==> src/rtl/fetch_stage_pkg.sv <==
`default_nettype none
// ---------------------------------------------------------------------------
// fetch_stage_pkg : shared CPU constants, opcodes and fetch queue entry type
// Revision: 1.0
// ---------------------------------------------------------------------------
package fetch_stage_pkg;

  localparam int XLEN = 32;
  localparam logic [XLEN-1:0] RESET_PC_DEFAULT = 32'h0000_0000;
  localparam logic [XLEN-1:0] INST_NOP = 32'h0000_0013;

  localparam logic [6:0] OPC_LUI    = 7'b0110111;
  localparam logic [6:0] OPC_AUIPC  = 7'b0010111;
  localparam logic [6:0] OPC_JAL    = 7'b1101111;
  localparam logic [6:0] OPC_JALR   = 7'b1100111;
  localparam logic [6:0] OPC_BRANCH = 7'b1100011;
  localparam logic [6:0] OPC_LOAD   = 7'b0000011;
  localparam logic [6:0] OPC_STORE  = 7'b0100011;
  localparam logic [6:0] OPC_OP_IMM = 7'b0010011;
  localparam logic [6:0] OPC_OP     = 7'b0110011;

  typedef struct packed {
    logic [XLEN-1:0] pc;
    logic [XLEN-1:0] inst;
  } fetch_entry_t;

  function automatic logic [XLEN-1:0] align_word(input logic [XLEN-1:0] a);
    return {a[XLEN-1:2], 2'b00};
  endfunction

endpackage
`default_nettype wire

==> src/rtl/fetch_stage_if.sv <==
`default_nettype none
// ---------------------------------------------------------------------------
// fetch_stage_if : IMEM request/response, redirect and decode-side handshake
// Revision: 1.0
// ---------------------------------------------------------------------------
interface fetch_stage_if;
  import fetch_stage_pkg::*;

  logic            imem_req_valid;
  logic [XLEN-1:0] imem_req_addr;
  logic            imem_req_ready;
  logic            imem_rsp_valid;
  logic [XLEN-1:0] imem_rsp_data;
  logic            redirect_valid;
  logic [XLEN-1:0] redirect_pc;
  logic            out_valid;
  logic [XLEN-1:0] out_inst;
  logic [XLEN-1:0] out_pc;
  logic            out_ready;

  modport master (
    output imem_req_valid, imem_req_addr, out_valid, out_inst, out_pc,
    input  imem_req_ready, imem_rsp_valid, imem_rsp_data,
           redirect_valid, redirect_pc, out_ready
  );

  modport slave (
    input  imem_req_valid, imem_req_addr, out_valid, out_inst, out_pc,
    output imem_req_ready, imem_rsp_valid, imem_rsp_data,
           redirect_valid, redirect_pc, out_ready
  );

endinterface
`default_nettype wire

==> src/rtl/fetch_queue.sv <==
`default_nettype none
// ---------------------------------------------------------------------------
// fetch_queue : synchronous FIFO of {pc, inst} entries with a flush input
// Revision: 1.0
// ---------------------------------------------------------------------------
module fetch_queue
  import fetch_stage_pkg::*;
#(
  parameter int DEPTH = 2,
  parameter int CNT_W = $clog2(DEPTH + 1)
) (
  input  logic             clk,
  input  logic             rst,
  input  logic             flush_i,
  input  logic             push_i,
  input  fetch_entry_t     push_data_i,
  input  logic             pop_i,
  output logic             valid_o,
  output fetch_entry_t     head_o,
  output logic [CNT_W-1:0] count_o
);

  localparam int PTR_W = (DEPTH > 1) ? $clog2(DEPTH) : 1;
  localparam logic [PTR_W-1:0] C_LAST = PTR_W'(DEPTH - 1);

  fetch_entry_t     mem_q [DEPTH];
  logic [PTR_W-1:0] rd_ptr_q, rd_ptr_d;
  logic [PTR_W-1:0] wr_ptr_q, wr_ptr_d;
  logic [CNT_W-1:0] count_q, count_d;

  function automatic logic [PTR_W-1:0] ptr_inc(input logic [PTR_W-1:0] p);
    return (p == C_LAST) ? '0 : p + PTR_W'(1);
  endfunction

  always_comb begin
    rd_ptr_d = rd_ptr_q;
    wr_ptr_d = wr_ptr_q;
    count_d  = count_q;
    if (flush_i) begin
      rd_ptr_d = '0;
      wr_ptr_d = '0;
      count_d  = '0;
    end else begin
      if (push_i) wr_ptr_d = ptr_inc(wr_ptr_q);
      if (pop_i)  rd_ptr_d = ptr_inc(rd_ptr_q);
      count_d = count_q + CNT_W'(push_i) - CNT_W'(pop_i);
    end
  end

  always_ff @(posedge clk) begin
    if (rst) begin
      rd_ptr_q <= '0;
      wr_ptr_q <= '0;
      count_q  <= '0;
    end else begin
      rd_ptr_q <= rd_ptr_d;
      wr_ptr_q <= wr_ptr_d;
      count_q  <= count_d;
    end
  end

  always_ff @(posedge clk) begin
    if (push_i && !flush_i) mem_q[wr_ptr_q] <= push_data_i;
  end

  // Head reads as zero when empty so stale entries never leak out after reset.
  assign valid_o = (count_q != '0);
  assign head_o  = valid_o ? mem_q[rd_ptr_q] : '0;
  assign count_o = count_q;

endmodule
`default_nettype wire

==> src/rtl/fetch_stage.sv <==
`default_nettype none
// ---------------------------------------------------------------------------
// fetch_stage : credit-limited instruction fetch with redirect flush
// Revision: 1.0
// ---------------------------------------------------------------------------
module fetch_stage
  import fetch_stage_pkg::*;
#(
  parameter logic [XLEN-1:0] RESET_PC = RESET_PC_DEFAULT,
  parameter int              QDEPTH   = 2
) (
  input  logic          clk,
  input  logic          rst,
  fetch_stage_if.master fe_if
);

  localparam int CNT_W = $clog2(QDEPTH + 1);
  localparam logic [CNT_W:0] C_DEPTH = (CNT_W + 1)'(QDEPTH);

  logic [XLEN-1:0]  fetch_pc_q, fetch_pc_d;
  logic [XLEN-1:0]  rsp_pc_q, rsp_pc_d;
  logic [CNT_W-1:0] inflight_q, inflight_d;
  logic [CNT_W-1:0] drop_q, drop_d;

  logic [CNT_W-1:0] w_count;
  logic [CNT_W:0]   w_credit_used;
  logic             w_req_valid;
  logic             w_req_fire;
  logic             w_rsp_keep;
  logic             w_q_valid;
  logic             w_pop;
  logic [CNT_W-1:0] w_rsp_dec;
  fetch_entry_t     w_push_entry;
  fetch_entry_t     w_head;

  // Outstanding requests reserve queue space so a response always finds a slot.
  assign w_credit_used = {1'b0, w_count} + {1'b0, inflight_q};
  assign w_req_valid   = !rst && !fe_if.redirect_valid && (w_credit_used < C_DEPTH);
  assign w_req_fire    = w_req_valid && fe_if.imem_req_ready;
  assign w_rsp_keep    = fe_if.imem_rsp_valid && !fe_if.redirect_valid && (drop_q == '0);
  assign w_rsp_dec     = CNT_W'(fe_if.imem_rsp_valid);
  assign w_pop         = w_q_valid && fe_if.out_ready;
  assign w_push_entry  = '{pc: rsp_pc_q, inst: fe_if.imem_rsp_data};

  always_comb begin
    fetch_pc_d = fetch_pc_q;
    rsp_pc_d   = rsp_pc_q;
    inflight_d = inflight_q;
    drop_d     = drop_q;
    if (fe_if.redirect_valid) begin
      // Every request still outstanding belongs to the old path.
      fetch_pc_d = align_word(fe_if.redirect_pc);
      rsp_pc_d   = align_word(fe_if.redirect_pc);
      inflight_d = inflight_q - w_rsp_dec;
      drop_d     = inflight_q - w_rsp_dec;
    end else begin
      if (w_req_fire) fetch_pc_d = fetch_pc_q + 32'd4;
      if (w_rsp_keep) rsp_pc_d = rsp_pc_q + 32'd4;
      if (fe_if.imem_rsp_valid && (drop_q != '0)) drop_d = drop_q - CNT_W'(1);
      inflight_d = inflight_q + CNT_W'(w_req_fire) - w_rsp_dec;
    end
  end

  always_ff @(posedge clk) begin
    if (rst) begin
      fetch_pc_q <= RESET_PC;
      rsp_pc_q   <= RESET_PC;
      inflight_q <= '0;
      drop_q     <= '0;
    end else begin
      fetch_pc_q <= fetch_pc_d;
      rsp_pc_q   <= rsp_pc_d;
      inflight_q <= inflight_d;
      drop_q     <= drop_d;
    end
  end

  fetch_queue #(
    .DEPTH (QDEPTH),
    .CNT_W (CNT_W)
  ) u_queue (
    .clk         (clk),
    .rst         (rst),
    .flush_i     (fe_if.redirect_valid),
    .push_i      (w_rsp_keep),
    .push_data_i (w_push_entry),
    .pop_i       (w_pop),
    .valid_o     (w_q_valid),
    .head_o      (w_head),
    .count_o     (w_count)
  );

  assign fe_if.imem_req_valid = w_req_valid;
  assign fe_if.imem_req_addr  = fetch_pc_q;
  assign fe_if.out_valid      = w_q_valid;
  assign fe_if.out_inst       = w_head.inst;
  assign fe_if.out_pc         = w_head.pc;

endmodule
`default_nettype wire

==> src/flat_wrapper.sv <==
// flat-port wrapper written by rule: the top's interface ports become plain ports
module fetch_stage_flat import fetch_stage_pkg::*;
#(
  parameter logic [XLEN-1:0] RESET_PC = RESET_PC_DEFAULT,
  parameter int              QDEPTH   = 2
)
  (clk, rst, fe_if_imem_req_valid, fe_if_imem_req_addr, fe_if_out_valid, fe_if_out_inst, fe_if_out_pc, fe_if_imem_req_ready, fe_if_imem_rsp_valid, fe_if_imem_rsp_data, fe_if_redirect_valid, fe_if_redirect_pc, fe_if_out_ready);
  fetch_stage_if fe_if_i ();
  input  logic clk;
  input  logic rst;
  output wire logic [$bits(fe_if_i.imem_req_valid)-1:0] fe_if_imem_req_valid;
  output wire logic [$bits(fe_if_i.imem_req_addr)-1:0] fe_if_imem_req_addr;
  output wire logic [$bits(fe_if_i.out_valid)-1:0] fe_if_out_valid;
  output wire logic [$bits(fe_if_i.out_inst)-1:0] fe_if_out_inst;
  output wire logic [$bits(fe_if_i.out_pc)-1:0] fe_if_out_pc;
  input wire logic [$bits(fe_if_i.imem_req_ready)-1:0] fe_if_imem_req_ready;
  input wire logic [$bits(fe_if_i.imem_rsp_valid)-1:0] fe_if_imem_rsp_valid;
  input wire logic [$bits(fe_if_i.imem_rsp_data)-1:0] fe_if_imem_rsp_data;
  input wire logic [$bits(fe_if_i.redirect_valid)-1:0] fe_if_redirect_valid;
  input wire logic [$bits(fe_if_i.redirect_pc)-1:0] fe_if_redirect_pc;
  input wire logic [$bits(fe_if_i.out_ready)-1:0] fe_if_out_ready;
  assign fe_if_imem_req_valid = fe_if_i.imem_req_valid;
  assign fe_if_imem_req_addr = fe_if_i.imem_req_addr;
  assign fe_if_out_valid = fe_if_i.out_valid;
  assign fe_if_out_inst = fe_if_i.out_inst;
  assign fe_if_out_pc = fe_if_i.out_pc;
  assign fe_if_i.imem_req_ready = fe_if_imem_req_ready;
  assign fe_if_i.imem_rsp_valid = fe_if_imem_rsp_valid;
  assign fe_if_i.imem_rsp_data = fe_if_imem_rsp_data;
  assign fe_if_i.redirect_valid = fe_if_redirect_valid;
  assign fe_if_i.redirect_pc = fe_if_redirect_pc;
  assign fe_if_i.out_ready = fe_if_out_ready;
  fetch_stage #(.RESET_PC(RESET_PC), .QDEPTH(QDEPTH)) u_core (.clk(clk), .rst(rst), .fe_if(fe_if_i));
endmodule
==> config.mk <==
export PLATFORM = sky130hd
export DESIGN_NAME = fetch_stage_flat
export DESIGN_NICKNAME = d
export VERILOG_FILES = /design/src/rtl/fetch_stage_pkg.sv /design/src/rtl/fetch_stage_if.sv /design/src/rtl/fetch_queue.sv /design/src/rtl/fetch_stage.sv /design/src/flat_wrapper.sv
export SDC_FILE = /design/constraint.sdc
export NUM_CORES = 1
export LEC_CHECK = 0
export ABC_AREA = 1
export ABC_CLOCK_PERIOD_IN_PS = 14200
export CORE_ASPECT_RATIO = 0.75
export CORE_MARGIN = 2
export CORE_UTILIZATION = 37
export DETAILED_ROUTE_END_ITERATION = 8
export SLEW_MARGIN = 20
export SYNTH_ARGS = -nofsm -noshare
export SYNTH_HDL_FRONTEND = slang
export SYNTH_SLANG_ARGS = --single-unit
==> constraint.sdc <==
create_clock -name clk -period 14.2 [get_ports clk]
set_input_delay 3.55 -clock clk [delete_from_list [all_inputs] [get_ports clk]]
set_output_delay 3.55 -clock clk [all_outputs]
set_load 0.1 [all_outputs]
==> metrics <==
iteration count of the initial detailed-routing pass=5; Final TNS setup=0 ps; unique cell type count in the Yosys netlist=41; post-synthesis async set-or-reset flop share=0; # clock sinks=slightly below 200; VDD IR-drop max=~0.08 mV; number of failing setup endpoints in the final timing report=0; Syn Inst Count=1088; final RePlAce weighted congestion=0.897; Clk pin slew, worst setup/hold paths=roughly 70 ps; Compound-Gate Fraction of Synth Area=0.108; grt total ovfl=0; endpoint of the worst register-to-register path=u_core.u_queue.mem_q[1][21]; wire length of the first global-routing pass=between 30 and 40 mm; kind of end point of the critical path=output pin; hold endpoint=u_core.u_queue.rd_ptr_q; Worst Tran Pin Value=between 1000 and 1500 ps; count of state elements after synthesis=~190; EDFF count, synth=~120; Hold WC Path Type=reg -> reg; proportion of synthesized area in mux cells=0; total die area=~26000 µm²; Final #Nets=1316; dominant combinational cell family by area after synthesis=simple AND/OR/NAND/NOR gates; Period Utilization, post-route=0.681; clock buffers created by TritonCTS=17; share of the synthesized area in the top cell type=0.401; Crit Path Category=in -> out; Area growth syn-to-layout=27.0%; final routed wire length divided by cell count=roughly 16 µm; cell depth of the worst min-delay path=1; clk buf depth=2; power density of the placed cells=~120 nW/µm²; Critical Path, Cell by Cell=clkdlybuf4s50_1 -> buf_4 -> nor2_4 -> inv_1 -> nor3_1 -> clkdlybuf4s50_1; width of the chip=187 µm; Post-Syn Area=about 9300 µm²; critical path's slowest cell=sky130_fd_sc_hd__clkdlybuf4s50_1; Vias=about 7800; post-layout worst setup margin=4530 ps; clock tree from TritonCTS=done; most frequent cell on the critical path=sky130_fd_sc_hd__clkdlybuf4s50_1; unrepaired setup endpoints after global routing=no; dpl ws=4530 ps; required time worst endpoint=approximately 11000 ps; PnR Total Power=1390 µW; worst skew pair latency=~440 ps; ranking of synthesized cells by area=sky130_fd_sc_hd__edfxtp_1 (40%), sky130_fd_sc_hd__dfxtp_1 (15%), sky130_fd_sc_hd__nand2_1 (14%); fraction of synthesized cell area in xor and xnor cells=0.0104; total leakage power=around 0.0043 µW; reg-to-reg startpoint=u_core.drop_q[0]; minimum period implied by the final worst setup slack=~9700 ps; post-detailed-route DRC marker count=0; number of buffers added to fix hold violations after cts=0; pin count of the biggest net entering global routing=64; final count of hold timing violations=0; startpoint kind of the worst setup timing path=input port; Post-CTS Resized=0; fill count=between 2000 and 2500; total global routing track utilization=0.196; Antenna Nets Post-Route=0; DIE HEIGHT=roughly 140 µm; via count of the first global-routing pass=7124; number of buffers inserted by post-CTS setup repair=0; Avg Synthesized Cell Area=between 8 and 9 µm²; share of post-route cells with drive strength above 1=0.0759; Vias/cell=approximately 4.9; Post-Synth Adder-Cell Area=0.0116; largest fanout on the critical path=35; number of antenna violations at the first check in global routing=1; cell chosen for the clock root=sky130_fd_sc_hd__clkbuf_16; status=finished clean; Std-Cell Core Area=24800 µm²; reg2reg setup slack=11270 ps; number of maximum-capacitance constraint violations=0; Buf+Inv Stages, Crit Path=4; count of H-tree levels built during CTS=4; ys flop type=sky130_fd_sc_hd__edfxtp_1; cell depth of the worst flop-to-flop path=8; IO Count=between 150 and 200; simple-gate portion of the synthesized area=0.251; Final Slew Violations=0; number of rows in the core area=50; Relative slew margins=0.306; top cell family by delay on the critical path=buffers and inverters; initial drt markers=650; post-synthesis sequential area ratio=0.549; final wirelength=25.9 mm; data arrival time at the worst-slack endpoint=between 6000 and 7000 ps; dpl hpwl=roughly 18 mm; IO buf count=161; cell type with the largest total area after synthesis=sky130_fd_sc_hd__edfxtp_1; min-delay src=u_core.u_queue.rd_ptr_q; Highest Clock Rate=between 100 and 150 MHz; highest cell delay on the worst timing path=about 1200 ps; effective utilization at floorplan=0.374; yosys synthesis warning count=0; worst clock skew on the final layout=roughly 18 ps
per-layer routing:
metal | vias up | share of wire | global-route usage
met5 | - | 0.00050 | 0
met4 | 2 | 0.015 | 0.0518
met3 | 27 | 0.060 | 0.0443
met2 | 241 | 0.43 | 0.282
met1 | 3669 | 0.49 | 0.294
li1 | 3896 | - | -
stage by stage:
step | hold slack [ps] | utilization | instances | instance area, µm²
global route | 493 | 0.475 | 1589 | 11800
CTS | 452 | 0.475 | 1589 | 11800
floorplan | 426 | - | 1091 | 9300
finish | 457 | 0.475 | 1590 | 11800
detailed placement | 441 | 0.451 | 1557 | 11200
global placement | 431 | 0.451 | 1557 | 11200
power breakdown:
part | total, µW | internal [µW] | leakage (µW) | switching (µW)
combinational | 249 | 64.2 | 0.00232 | 184
sequential | 649 | 625 | 0.00172 | 23.5
clock | 492 | 266 | 0.000295 | 226
total | 1390 | 955 | 0.00433 | 434
placed cells by master, fill, tap and decap left out, types with 2 or more instances in the layout:
master,synthesis,layout
sky130_fd_sc_hd__a21oi_1,112,112
sky130_fd_sc_hd__a21oi_2,3,3
sky130_fd_sc_hd__a31oi_1,12,12
sky130_fd_sc_hd__and2_1,2,2
sky130_fd_sc_hd__buf_4,6,8
sky130_fd_sc_hd__bufinv_16,0,2
sky130_fd_sc_hd__clkbuf_16,0,17
sky130_fd_sc_hd__clkdlybuf4s50_1,0,160
sky130_fd_sc_hd__clkinv_2,0,2
sky130_fd_sc_hd__conb_1,1,4
sky130_fd_sc_hd__dfxtp_1,69,68
sky130_fd_sc_hd__edfxtp_1,124,124
sky130_fd_sc_hd__ha_1,7,7
sky130_fd_sc_hd__inv_1,108,108
sky130_fd_sc_hd__inv_2,6,6
sky130_fd_sc_hd__inv_6,0,4
sky130_fd_sc_hd__inv_8,0,4
sky130_fd_sc_hd__nand2_1,340,340
sky130_fd_sc_hd__nand2_2,5,5
sky130_fd_sc_hd__nand2_4,3,3
sky130_fd_sc_hd__nand3_1,50,50
sky130_fd_sc_hd__nand3_4,2,2
sky130_fd_sc_hd__nand4_1,15,15
sky130_fd_sc_hd__nor2_1,76,73
sky130_fd_sc_hd__nor2_2,14,14
sky130_fd_sc_hd__nor2_4,13,16
sky130_fd_sc_hd__nor3_1,3,3
sky130_fd_sc_hd__o211ai_1,4,4
sky130_fd_sc_hd__o21ai_0,50,50
sky130_fd_sc_hd__o21ai_1,3,3
sky130_fd_sc_hd__o22ai_1,3,3
sky130_fd_sc_hd__or2_2,2,2
sky130_fd_sc_hd__xnor2_1,2,2
sky130_fd_sc_hd__xor2_1,9,9
kinds of logic after synthesis:
group | after synthesis
buffers and inverters | 155
other | 1
XOR/XNOR | 11
AO/OA/AOI/OAI | 191
AND/OR/NAND/NOR | 529
adder cells (fa/ha/maj) | 8
flip-flops | 193
worst max-delay path by stage:
stage / start / end / cells after the start
finish: fe_if_redirect_valid / fe_if_imem_req_valid / 6
global route: fe_if_redirect_valid / fe_if_imem_req_valid / 6
CTS: fe_if_redirect_valid / fe_if_imem_req_valid / 6
detailed placement: fe_if_redirect_valid / fe_if_imem_req_valid / 6
global placement: fe_if_redirect_valid / fe_if_imem_req_valid / 6
floorplan: fe_if_redirect_valid / fe_if_imem_req_valid / 4
Yosys cell counts (2+ instances only):
| master | n |
|---|---|
| sky130_fd_sc_hd__nand2_1 | 340 |
| sky130_fd_sc_hd__edfxtp_1 | 124 |
| sky130_fd_sc_hd__a21oi_1 | 112 |
| sky130_fd_sc_hd__inv_1 | 108 |
| sky130_fd_sc_hd__nor2_1 | 76 |
| sky130_fd_sc_hd__dfxtp_1 | 69 |
| sky130_fd_sc_hd__nand3_1 | 50 |
| sky130_fd_sc_hd__o21ai_0 | 50 |
| sky130_fd_sc_hd__clkbuf_1 | 25 |
| sky130_fd_sc_hd__nand4_1 | 15 |
| sky130_fd_sc_hd__nor2_2 | 14 |
| sky130_fd_sc_hd__nor2_4 | 13 |
| sky130_fd_sc_hd__a31oi_1 | 12 |
| sky130_fd_sc_hd__xor2_1 | 9 |
| sky130_fd_sc_hd__ha_1 | 7 |
| sky130_fd_sc_hd__buf_4 | 6 |
| sky130_fd_sc_hd__inv_2 | 6 |
| sky130_fd_sc_hd__buf_2 | 5 |
| sky130_fd_sc_hd__nand2_2 | 5 |
| sky130_fd_sc_hd__buf_6 | 4 |
| sky130_fd_sc_hd__o211ai_1 | 4 |
| sky130_fd_sc_hd__a21oi_2 | 3 |
| sky130_fd_sc_hd__nand2_4 | 3 |
| sky130_fd_sc_hd__nor3_1 | 3 |
| sky130_fd_sc_hd__o21ai_1 | 3 |
| sky130_fd_sc_hd__o22ai_1 | 3 |
| sky130_fd_sc_hd__and2_1 | 2 |
| sky130_fd_sc_hd__nand3_4 | 2 |
| sky130_fd_sc_hd__or2_2 | 2 |
| sky130_fd_sc_hd__xnor2_1 | 2 |
flip-flops by register name, indices dropped and copies added, names as in the netlist, named ones only:
signal / cells
u_core.u_queue.mem_q: 124
u_core.fe_if.imem_req_addr: 30
u_core.rsp_pc_q: 30
u_core.drop_q: 2
u_core.inflight_q: 2
u_core.u_queue.count_o: 2
u_core.u_queue.rd_ptr_q: 1
u_core.u_queue.wr_ptr_q: 1
final cells by class:
| type | count | area [µm²] | area share |
|---|---|---|---|
| inverter | 114 | 428 | 0.0363 |
| timing repair buffer | 169 | 1670 | 0.141 |
| sequential | 193 | 5110 | 0.433 |
| antenna | 1 | 2.50 | 0.000212 |
| multi-input combinational | 743 | 3580 | 0.303 |
| clock buffer | 18 | 429 | 0.0364 |
| clock inverter | 14 | 163 | 0.0138 |
| tap | 338 | 423 | 0.0359 |
No activity file was read; power rests on OpenSTA's default activity.
